$ cat src/rtl/pattern_sequencer.sv
// Purpose: juggling siteswap sequencer. On each beat it throws the ball landing now, or issues a new ball,
//          and records where that ball will land in an 8-slot circular landing table.
// Latency: outputs are registered and appear 1 cycle after the new_beat strobe.
// Backpressure: none. new_beat is a strobe that is never stalled. Beats in IDLE and ERROR are dropped.
//
// Ports:
//   clk_in, rst_n_in            clock and async active-low reset
//   new_beat                    one-cycle beat strobe
//   pattern_in/pattern_length   throw heights (entry 0 first) and used entries (1..7)
//   num_balls_in                ball count
//   pattern_valid_in            level; high = play requested with these inputs
//   throw_valid_out, throw_height_out, ball_id_out, hand_out   throw result (hand 0 right, 1 left)
//   beat_out                    pulse per processed beat
//   error_out, error_code_out   sticky error flag and type (1 EMPTY, 2 COLLISION, 3 DROP)
//   loop_count_out              completed pattern periods (only built with PATTERN_LOOP_COUNT_EN)
//
// Macro PATTERN_LOOP_COUNT_EN enables the saturating loop counter. Without it, loop_count_out is tied to 0.

module pattern_sequencer (
   input  logic            clk_in,
   input  logic            rst_n_in,
   input  logic            new_beat,
   input  logic [6:0][2:0] pattern_in,
   input  logic [2:0]      pattern_length,
   input  logic [2:0]      num_balls_in,
   input  logic            pattern_valid_in,
   output logic            throw_valid_out,
   output logic [2:0]      throw_height_out,
   output logic [2:0]      ball_id_out,
   output logic            hand_out,
   output logic            beat_out,
   output logic            error_out,
   output logic [1:0]      error_code_out,
   output logic [15:0]     loop_count_out
);

   typedef enum logic [1:0] {ST_IDLE, ST_RUN, ST_ERROR} state_t;

   localparam logic [1:0] ERR_EMPTY     = 2'd1;
   localparam logic [1:0] ERR_COLLISION = 2'd2;
   localparam logic [1:0] ERR_DROP      = 2'd3;

   state_t          state_q;
   logic [6:0][2:0] pat_q;
   logic [2:0]      len_q;
   logic [2:0]      nballs_q;
   logic [7:0]      tbl_vld_q;
   logic [7:0][2:0] tbl_id_q;
   logic [2:0]      idx_q;
   logic [2:0]      slot_q;
   logic [2:0]      issued_q;
   logic            hand_q;

   logic [2:0]      cur_h;
   logic [2:0]      land_slot;
   logic            last_idx;
   logic            start_go;
   logic            beat_go;
   logic            err_hit;
   logic [1:0]      err_code;
   logic            throw_ok;
   logic            throw_new;
   logic [2:0]      throw_id;

   assign cur_h     = pat_q[idx_q];
   assign land_slot = slot_q + cur_h;          // wraps mod 8
   assign last_idx  = (idx_q == len_q - 3'd1);
   assign start_go  = (state_q == ST_IDLE) && pattern_valid_in && (pattern_length != 3'd0);
   // Dropping pattern_valid_in wins over a coincident beat.
   assign beat_go   = (state_q == ST_RUN) && pattern_valid_in && new_beat;

   // Beat decision. A collision at the landing slot overrides an otherwise good throw.
   always_comb begin
      err_hit   = 1'b0;
      err_code  = 2'd0;
      throw_ok  = 1'b0;
      throw_new = 1'b0;
      throw_id  = tbl_id_q[slot_q];
      if (cur_h != 3'd0) begin
         if (tbl_vld_q[land_slot]) begin
            err_hit  = 1'b1;
            err_code = ERR_COLLISION;
         end else if (tbl_vld_q[slot_q]) begin
            throw_ok = 1'b1;
         end else if (issued_q < nballs_q) begin
            throw_ok  = 1'b1;
            throw_new = 1'b1;
            throw_id  = issued_q;
         end else begin
            err_hit  = 1'b1;
            err_code = ERR_EMPTY;
         end
      end else if (tbl_vld_q[slot_q]) begin
         err_hit  = 1'b1;
         err_code = ERR_DROP;
      end
   end

   always_ff @(posedge clk_in or negedge rst_n_in) begin
      if (!rst_n_in) begin
         state_q          <= ST_IDLE;
         pat_q            <= '0;
         len_q            <= '0;
         nballs_q         <= '0;
         tbl_vld_q        <= '0;
         tbl_id_q         <= '0;
         idx_q            <= '0;
         slot_q           <= '0;
         issued_q         <= '0;
         hand_q           <= 1'b0;
         throw_valid_out  <= 1'b0;
         throw_height_out <= '0;
         ball_id_out      <= '0;
         hand_out         <= 1'b0;
         beat_out         <= 1'b0;
         error_out        <= 1'b0;
         error_code_out   <= '0;
      end else begin
         throw_valid_out <= 1'b0;
         beat_out        <= 1'b0;
         if (state_q != ST_IDLE && !pattern_valid_in) begin
            state_q        <= ST_IDLE;
            tbl_vld_q      <= '0;
            error_out      <= 1'b0;
            error_code_out <= '0;
         end else begin
            case (state_q)
               ST_IDLE: begin
                  // A beat on the start edge is ignored; play begins on the next strobe.
                  if (start_go) begin
                     state_q   <= ST_RUN;
                     pat_q     <= pattern_in;
                     len_q     <= pattern_length;
                     nballs_q  <= num_balls_in;
                     tbl_vld_q <= '0;
                     idx_q     <= '0;
                     slot_q    <= '0;
                     issued_q  <= '0;
                     hand_q    <= 1'b0;
                  end
               end
               ST_RUN: begin
                  if (beat_go) begin
                     if (err_hit) begin
                        // An erroring beat is not processed: no throw, no advance, no beat_out.
                        state_q        <= ST_ERROR;
                        error_out      <= 1'b1;
                        error_code_out <= err_code;
                     end else begin
                        beat_out         <= 1'b1;
                        hand_out         <= hand_q;
                        throw_valid_out  <= throw_ok;
                        throw_height_out <= throw_ok ? cur_h : 3'd0;
                        ball_id_out      <= throw_ok ? throw_id : 3'd0;
                        if (throw_ok) begin
                           // land_slot never equals slot_q because cur_h is 1..7.
                           tbl_vld_q[slot_q]    <= 1'b0;
                           tbl_vld_q[land_slot] <= 1'b1;
                           tbl_id_q[land_slot]  <= throw_id;
                        end
                        if (throw_new) issued_q <= issued_q + 3'd1;
                        slot_q <= slot_q + 3'd1;
                        hand_q <= ~hand_q;
                        idx_q  <= last_idx ? 3'd0 : idx_q + 3'd1;
                     end
                  end
               end
               default: ;  // ST_ERROR holds until pattern_valid_in drops
            endcase
         end
      end
   end

`ifdef PATTERN_LOOP_COUNT_EN
   logic [15:0] loop_cnt_q;

   always_ff @(posedge clk_in or negedge rst_n_in) begin
      if (!rst_n_in) begin
         loop_cnt_q <= '0;
      end else if (start_go) begin
         loop_cnt_q <= '0;
      end else if (beat_go && !err_hit && last_idx && loop_cnt_q != 16'hFFFF) begin
         loop_cnt_q <= loop_cnt_q + 16'd1;
      end
   end

   assign loop_count_out = loop_cnt_q;
`else
   assign loop_count_out = 16'd0;
`endif

endmodule

$ cat config.mk
export PLATFORM = sky130hd
export DESIGN_NAME = pattern_sequencer
export DESIGN_NICKNAME = d
export VERILOG_FILES = /design/src/rtl/pattern_sequencer.sv
export SDC_FILE = /design/constraint.sdc
export NUM_CORES = 1
export LEC_CHECK = 0
export ABC_AREA = 1
export CORE_MARGIN = 2
export CORE_UTILIZATION = 30
export CTS_CLUSTER_DIAMETER = 60
export CTS_CLUSTER_SIZE = 24
export DETAILED_ROUTE_END_ITERATION = 7
export SLEW_MARGIN = 20
export SYNTH_ARGS = -nofsm -noshare
export SYNTH_HDL_FRONTEND = slang
export SYNTH_SLANG_ARGS = --single-unit
$ cat constraint.sdc
create_clock -name clk_in -period 3.45 [get_ports clk_in]
set_input_delay 1.035 -clock clk_in [delete_from_list [all_inputs] [get_ports clk_in]]
set_output_delay 1.035 -clock clk_in [all_outputs]
set_load 0.1 [all_outputs]
==> impl_metrics.prom, run 1 <==
# TYPE chip_impl_metric gauge
chip_impl_metric{name="netlist-cell-type-count",unit=""} 38
chip_impl_metric{name="achievable-frequency",unit="GHz"} 0.320
chip_impl_info{name="critical_path_class",value="register to register"} 1
chip_impl_metric{name="holdBufCountCts",unit=""} 0
chip_impl_metric{name="maxCapViolations",unit=""} 0
chip_impl_info{name="most_used_cells_in_the_layout_excluding_fill_and_tap_cells",value="179 x nand2_1, 81 x dfrtp_1, 59 x o21ai_0"} 1
chip_impl_metric{name="max_slew_margin",unit="%"} 51.0
chip_impl_metric{name="worst-r2r-setup-slack",unit="ps"} 320
chip_impl_metric{name="antenna_cells",unit=""} 0
chip_impl_metric{name="cts_num_sinks",unit=""} 83
chip_impl_metric{name="finalHoldViolations",unit=""} 0
chip_impl_metric{name="synth.avg_cell_area",unit="um2"} 7.98
chip_impl_metric{name="initial_utilization",unit="%"} 31.0
chip_impl_metric{name="initial_antenna_violation_count",unit=""} 0
chip_impl_metric{name="place.detailed.instances",unit=""} 780
chip_impl_metric{name="worst_setup_hold_path_clk_slew",unit="ps"} 60
chip_impl_metric{name="clock-skew-final",unit="ps"} 5.71
chip_impl_metric{name="ios",unit=""} 59
chip_impl_metric{name="setup-tns-final",unit="ps"} 0
chip_impl_metric{name="yosysSeqAreaShare",unit="%"} 45.7
chip_impl_metric{name="post-route-period-util",unit="%"} 90.6
chip_impl_info{name="cts.root.buffer_cell",value="clkbuf_16"} 1
chip_impl_metric{name="detailed_place_hpwl",unit="um"} 7540
chip_impl_info{name="launch_instance_of_the_worst_min_delay_path",value="hand_q"} 1
chip_impl_metric{name="die_width",unit="um"} 127
chip_impl_info{name="min_path_type",value="register to register"} 1
chip_impl_metric{name="final.fill_count",unit=""} 1496
chip_impl_metric{name="synth.ff_latch_count",unit=""} 83
chip_impl_info{name="yosysTopAreaCell",value="dfrtp_1"} 1
chip_impl_info{name="final_common_cell",value="nand2_1"} 1
chip_impl_metric{name="first_pass_grt_wire_length",unit="um"} 17500
chip_impl_info{name="cts_tree",value="done"} 1
chip_impl_metric{name="drt_pass1_iterations",unit=""} 5
chip_impl_info{name="grt_setup_unrepaired",value="no"} 1
chip_impl_metric{name="grt_start_max_net_pins",unit=""} 84
chip_impl_info{name="start_kind",value="register"} 1
chip_impl_metric{name="clock_tree.buffer_depth",unit=""} 2
chip_impl_metric{name="num-nets-final",unit=""} 648
chip_impl_metric{name="timing.critical_path.slowest_cell_delay",unit="ps"} 480
chip_impl_info{name="startpoint",value="idx_q[0]"} 1
chip_impl_metric{name="timing.final.setup_violations",unit=""} 0
chip_impl_metric{name="fp.dieH",unit="um"} 127
chip_impl_metric{name="max_slew.worst_pin.slew",unit="ps"} 735
chip_impl_metric{name="drtAntennaViolNets",unit=""} 0
chip_impl_metric{name="routed_wire_length_per_instance",unit="um"} 12.8
chip_impl_metric{name="post-route-min-period",unit="ps"} 3130
chip_impl_metric{name="tritoncts.num_buffers",unit=""} 9
chip_impl_info{name="end_kind",value="register"} 1
chip_impl_metric{name="global_route.overflow_total",unit=""} 0
chip_impl_metric{name="io_buffer_count",unit=""} 42
chip_impl_metric{name="synth.top_cell.area_share",unit="%"} 45.7
chip_impl_metric{name="place_congestion",unit=""} 0.849
chip_impl_info{name="path_delay_family",value="simple AND/OR/NAND/NOR gates"} 1
chip_impl_metric{name="drt_iter0_markers",unit=""} 237
chip_impl_info{name="cpMaxStageDelayCell",value="dfrtp_2"} 1
chip_impl_metric{name="cp_data_arrival_time",unit="ps"} 3360
chip_impl_metric{name="utilization",unit="%"} 36.8
chip_impl_info{name="status",value="completed"} 1
chip_impl_metric{name="synth_cells",unit=""} 569
chip_impl_info{name="r2r_start",value="idx_q[0]"} 1
chip_impl_metric{name="dr_total_vias",unit=""} 3705
chip_impl_metric{name="cts_htree_levels",unit=""} 3
chip_impl_info{name="cp_cell_sequence",value="inv_4, nand2_1, nand3_1, nand3_1, nand2_1, inv_1, ha_1, inv_1, fa_2, o21ai_0, a21oi_1, a21oi_1, nand3_2, nand3_2, nand3_4, or2_2, o21a_1"} 1
chip_impl_metric{name="worst-r2r-cell-count",unit=""} 17
chip_impl_metric{name="drive_gt1_share",unit="%"} 14.0
chip_impl_metric{name="areaGrowthSynthToFinish",unit="%"} 18.7
chip_impl_metric{name="row_count",unit=""} 44
chip_impl_metric{name="finish.instance_area",unit="um2"} 5390
chip_impl_metric{name="syn-cell-area",unit="um2"} 4540
chip_impl_metric{name="finalNonFillerCells",unit=""} 798
chip_impl_metric{name="critical_path_peak_fanout",unit=""} 12
chip_impl_metric{name="report.final.slew_viol_count",unit=""} 0
chip_impl_metric{name="synth-warning-count",unit=""} 0
chip_impl_metric{name="dieArea",unit="um2"} 16100
chip_impl_metric{name="drt-vias-per-instance",unit=""} 4.64
chip_impl_metric{name="required",unit="ps"} 3680
chip_impl_metric{name="post-route-drc-count",unit=""} 0
chip_impl_metric{name="global_router_s_overall_resource_usage",unit="%"} 13.4
chip_impl_info{name="whs_endpoint",value="hand_q"} 1
chip_impl_metric{name="routed_wl",unit="um"} 10200
chip_impl_metric{name="fp.coreArea",unit="um2"} 14600
chip_impl_metric{name="hold_depth",unit=""} 2
chip_impl_info{name="synth.top_cells.by_area",value="dfrtp_1 46%, nand2_1 15%, o21ai_0 6.5%, inv_1 4.2%, nand3_1 3.3%"} 1
chip_impl_metric{name="crit_buf_inv",unit=""} 3
chip_impl_metric{name="first_global_vias",unit=""} 3575
chip_impl_info{name="r2r_end",value="hand_out"} 1
chip_impl_metric{name="worst_skew_pair.late_latency",unit="ps"} 340
chip_impl_metric{name="dpl_cell_area",unit="um2"} 5030
==> kinds of logic after synthesis <==
logic type | after synthesis | synth area share, %
AND/OR/NAND/NOR | 267 | 27.7
XOR/XNOR | 7 | 1.35
buffers and inverters | 96 | 10.2
AO/OA/AOI/OAI | 107 | 12.6
other | 1 | 0.0825
flip-flops | 83 | 45.7
adder cells (fa/ha/maj) | 8 | 2.37
==> cells in the mapped netlist (all sizes together) <==
library cell,instances
nand2,190
dfrtp,83
o21ai,80
inv,61
nand3,41
buf,26
a21oi,15
nor2,14
or2,10
clkbuf,8
nand4,8
ha,7
nor3,4
o31ai,4
xor2,4
a22oi,3
a31oi,3
xnor2,3
clkinv,1
conb,1
fa,1
o211ai,1
o21a,1
==> routing by layer <==
layer  track usage (%)  part of all wire, %  vias to the layer above
met5                 0                    0                        -
met4              5.49                  1.9                        0
met3              1.84                  3.6                       13
met2              21.3                   47                       82
met1              18.3                   47                     1729
li1                  -                    -                     1881
==> worst max path at each step <==
| stage | to | slack, ps | cells past startpoint |
|---|---|---|---|
| final | hand_out | 320 | 17 |
| after global routing | tbl_id_q[15] | 40 | 18 |
| after CTS | slot_q[1] | 110 | 18 |
| after detailed placement | slot_q[1] | 120 | 18 |
| after global placement | slot_q[2] | 230 | 18 |
| after floorplan | tbl_id_q[7] | 610 | 19 |
==> per-stage QoR <==
stage,hold WS (ps),worst slack (ps)
5_1_grt,500,42.6
2_1_floorplan,434,607
3_3_place_gp,450,228
6_report,473,323
4_1_cts,476,113
3_5_place_dp,458,120
==> worst min-delay path, stage by stage (launching register included) <==
cell and delay, ps:
dfrtp_1 340, nand2_1 50, nand2_1 50
==> repair_timing <==
item / in CTS / in global routing
setup endpoints to repair: 0 / 41
resized for setup: 0 / 13
endpoints found under the hold margin: 0 / 0
buffers inserted: 0 / 2
==> area by class of cell <==
type | count | area (um2) | area share [%]
clock buffer | 11 | 253 | 4.69
clock inverter | 5 | 37.5 | 0.696
inverter | 62 | 238 | 4.41
multi-input combinational | 405 | 2120 | 39.3
sequential | 83 | 2080 | 38.6
tap | 184 | 230 | 4.27
timing repair buffer | 48 | 437 | 8.10
==> state kept, by name, indices dropped and copies added, names as in the netlist <==
| signal | flops |
|---|---|
| error_code_out | 2 |
| throw_height_out | 3 |
| state_q | 2 |
| nballs_q | 3 |
| len_q | 3 |
| pat_q | 21 |
| ball_id_out | 3 |
| error_out | 1 |
| issued_q | 3 |
| beat_out | 1 |
| tbl_id_q | 24 |
| hand_q | 1 |
| hand_out | 1 |
| throw_valid_out | 1 |
| tbl_vld_q | 8 |
| slot_q | 3 |
| idx_q | 3 |
Power of run 1 is not shown: default switching activity piles up to over one toggle a cycle in this logic, so the estimate is an artifact.
==> inputs of run 2 (changes only) <==
--- a/config.mk
+++ b/config.mk
@@ -6,11 +6,13 @@
 export NUM_CORES = 1
 export LEC_CHECK = 0
 export ABC_AREA = 1
+export CORE_ASPECT_RATIO = 0.75
 export CORE_MARGIN = 2
 export CORE_UTILIZATION = 30
 export CTS_CLUSTER_DIAMETER = 60
 export CTS_CLUSTER_SIZE = 24
 export DETAILED_ROUTE_END_ITERATION = 7
+export PLACE_DENSITY = 0.48
 export SLEW_MARGIN = 20
 export SYNTH_ARGS = -nofsm -noshare
 export SYNTH_HDL_FRONTEND = slang
==> run 2 against run 1 <==
Count of clock-buffer cells in the layout grew 2. First-iteration DRC count shrank 0.42%. Worst setup slack got worse by 65 ps. Flip-flop and latch count did not move. Clock skew grew 2.6 ps. Final area is 1.8% higher. Non-clock buffer count increased by 5. Critical path depth is 1 lower. Register-to-register slack got worse by 70 ps.
==> impl_metrics.prom, run 2 (synthesized netlist as in run 1, its figures left out) <==
# TYPE chip_impl_metric gauge
chip_impl_info{name="status",value="completed"} 1
chip_impl_metric{name="flip_flop_count_of_the_largest_register_after_layout",unit=""} 24
chip_impl_metric{name="cts_num_sinks",unit=""} 83
chip_impl_metric{name="ios",unit=""} 59
chip_impl_info{name="cp_cell_sequence",value="buf_4, nand2_1, nand3_1, nand3_1, nand2_1, inv_1, ha_1, inv_1, fa_1, inv_1, a21oi_2, nand3_2, nand3_2, nand3_4, or2_2, o21a_1"} 1
chip_impl_metric{name="die_width",unit="um"} 146
chip_impl_metric{name="timing.final.setup_violations",unit=""} 0
chip_impl_metric{name="worst_hold_margin",unit="ps"} 463
chip_impl_metric{name="routed_wl",unit="um"} 11200
chip_impl_metric{name="worst_skew_pair.late_latency",unit="ps"} 340
chip_impl_metric{name="drtAntennaViolNets",unit=""} 0
chip_impl_metric{name="row_count",unit=""} 38
chip_impl_metric{name="dieArea",unit="um2"} 16200
chip_impl_metric{name="post-route-drc-count",unit=""} 0
chip_impl_metric{name="dr_total_vias",unit=""} 3736
chip_impl_metric{name="grt_start_max_net_pins",unit=""} 48
chip_impl_info{name="min_path_type",value="register to register"} 1
chip_impl_metric{name="timing.critical_path.slowest_cell_delay",unit="ps"} 590
chip_impl_info{name="top_regs",value="tbl_id_q x24, pat_q x21, tbl_vld_q x8"} 1
chip_impl_metric{name="achievable-frequency",unit="GHz"} 0.313
chip_impl_metric{name="fp.dieH",unit="um"} 111
chip_impl_metric{name="finalHoldViolations",unit=""} 0
chip_impl_metric{name="first_global_vias",unit=""} 3717
chip_impl_metric{name="drt_pass1_iterations",unit=""} 5
chip_impl_metric{name="global_route.overflow_total",unit=""} 0
chip_impl_metric{name="worst_setup_hold_path_clk_slew",unit="ps"} 60
chip_impl_metric{name="drive_gt1_share",unit="%"} 14.5
chip_impl_metric{name="required",unit="ps"} 3680
chip_impl_info{name="r2r_start",value="idx_q[0]"} 1
chip_impl_metric{name="holdBufCountCts",unit=""} 0
chip_impl_info{name="start_kind",value="register"} 1
chip_impl_info{name="end_kind",value="register"} 1
chip_impl_metric{name="fp.coreArea",unit="um2"} 14600
chip_impl_metric{name="final.fill_count",unit=""} 1552
chip_impl_metric{name="routed_wire_length_per_instance",unit="um"} 13.7
chip_impl_metric{name="dpl_cell_area",unit="um2"} 5080
chip_impl_info{name="critical_path_class",value="register to register"} 1
chip_impl_metric{name="num-nets-final",unit=""} 653
chip_impl_info{name="launch_instance_of_the_worst_min_delay_path",value="hand_q"} 1
chip_impl_info{name="final_common_cell",value="nand2_1"} 1
chip_impl_metric{name="global_router_s_overall_resource_usage",unit="%"} 14.7
chip_impl_metric{name="drt_iter0_markers",unit=""} 236
chip_impl_info{name="timing.critical_path.mode_cell",value="inv_1"} 1
chip_impl_metric{name="critical_path_peak_fanout",unit=""} 9
chip_impl_info{name="startpoint",value="idx_q[0]"} 1
chip_impl_metric{name="initial_antenna_violation_count",unit=""} 0
chip_impl_metric{name="antenna_cells",unit=""} 0
chip_impl_info{name="cpMaxStageDelayCell",value="fa_1"} 1
chip_impl_metric{name="detailed_place_hpwl",unit="um"} 8420
chip_impl_metric{name="multi_input_area",unit="um2"} 2120
chip_impl_metric{name="areaGrowthSynthToFinish",unit="%"} 20.8
chip_impl_metric{name="sequential_cell_area",unit="um2"} 2080
chip_impl_info{name="most_used_cells_in_the_layout_excluding_fill_and_tap_cells",value="180 x nand2_1, 81 x dfrtp_1, 59 x o21ai_0"} 1
chip_impl_metric{name="finish.instance_area",unit="um2"} 5490
chip_impl_metric{name="clock_tree.buffer_depth",unit=""} 2
chip_impl_metric{name="cp_data_arrival_time",unit="ps"} 3420
chip_impl_metric{name="max_slew.worst_pin.slew",unit="ps"} 631
chip_impl_metric{name="report.final.slew_viol_count",unit=""} 0
chip_impl_metric{name="tritoncts.num_buffers",unit=""} 9
chip_impl_info{name="cts.root.buffer_cell",value="clkbuf_16"} 1
chip_impl_metric{name="place_congestion",unit=""} 0.826
chip_impl_metric{name="post-route-period-util",unit="%"} 92.5
chip_impl_metric{name="cts_htree_levels",unit=""} 3
chip_impl_metric{name="clock-skew-final",unit="ps"} 8.34
chip_impl_metric{name="initial_utilization",unit="%"} 31.0
chip_impl_metric{name="first_pass_grt_wire_length",unit="um"} 19100
chip_impl_metric{name="max_slew_margin",unit="%"} 57.9
chip_impl_metric{name="drt-vias-per-instance",unit=""} 4.56
chip_impl_info{name="top_register",value="tbl_id_q"} 1
chip_impl_metric{name="io_buffer_count",unit=""} 42
chip_impl_metric{name="maxCapViolations",unit=""} 0
chip_impl_metric{name="post-route-min-period",unit="ps"} 3190
chip_impl_info{name="cts_tree",value="done"} 1
-- run 2: final timing paths --
path	to	cells after the start	slack, ps
worst min register to register	hand_q	2	460
worst min-delay path	hand_q	2	460
min in group asynchronous	pat_q[15]	1	710
worst max-delay path	hand_out	16	260
worst max register to register	hand_out	16	260
max in group asynchronous	tbl_id_q[3]	2	2000
-- run 2: metal layers --
layer,GRT usage (%),part of all wire (%),routed length [um],vias up
met2,21.2,42,4730,84
met1,22.2,53,5900,1745
met5,0,0,0,-
met3,2.77,4.0,452,9
li1,-,-,-,1898
met4,4.08,1.2,134,0
-- run 2: stage by stage --
stage | worst slack (ps) | setup TNS, ps | cells | utilization [%]
floorplan | 607 | 0 | 584 | -
global placement | 168 | 0 | 800 | 34.7
detailed placement | 71.6 | 0 | 800 | 34.7
CTS | 63.9 | 0 | 816 | 36.9
global route | -6.43 | -6.43 | 819 | 37.5
finish | 258 | 0 | 819 | 37.5
-- run 2: layout make-up --
class	count	area share [%]
Timing Repair Buffer	53	8.80
Clock buffer	13	5.10
Inverter	62	4.33
Clock inverter	3	0.798
Sequential cell	83	37.9
Multi-Input combinational cell	405	38.5
Tap cell	200	4.56
-- run 2: repair_timing --
action | in CTS | in global routing
endpoints found under the setup margin | 0 | 35
setup buffers | 0 | 3
endpoints found under the hold margin | 0 | 0
gates resized for setup | 0 | 12
-- run 2: worst max-delay path, delay by kind of cell, from the launching register on --
kind,cells,cell delay (ps)
simple gates,8,1150
buf+inv,4,450
fa+ha+maj,2,730
compound gates,2,300
flops,1,450
Power of run 2 is left out for the same reason.
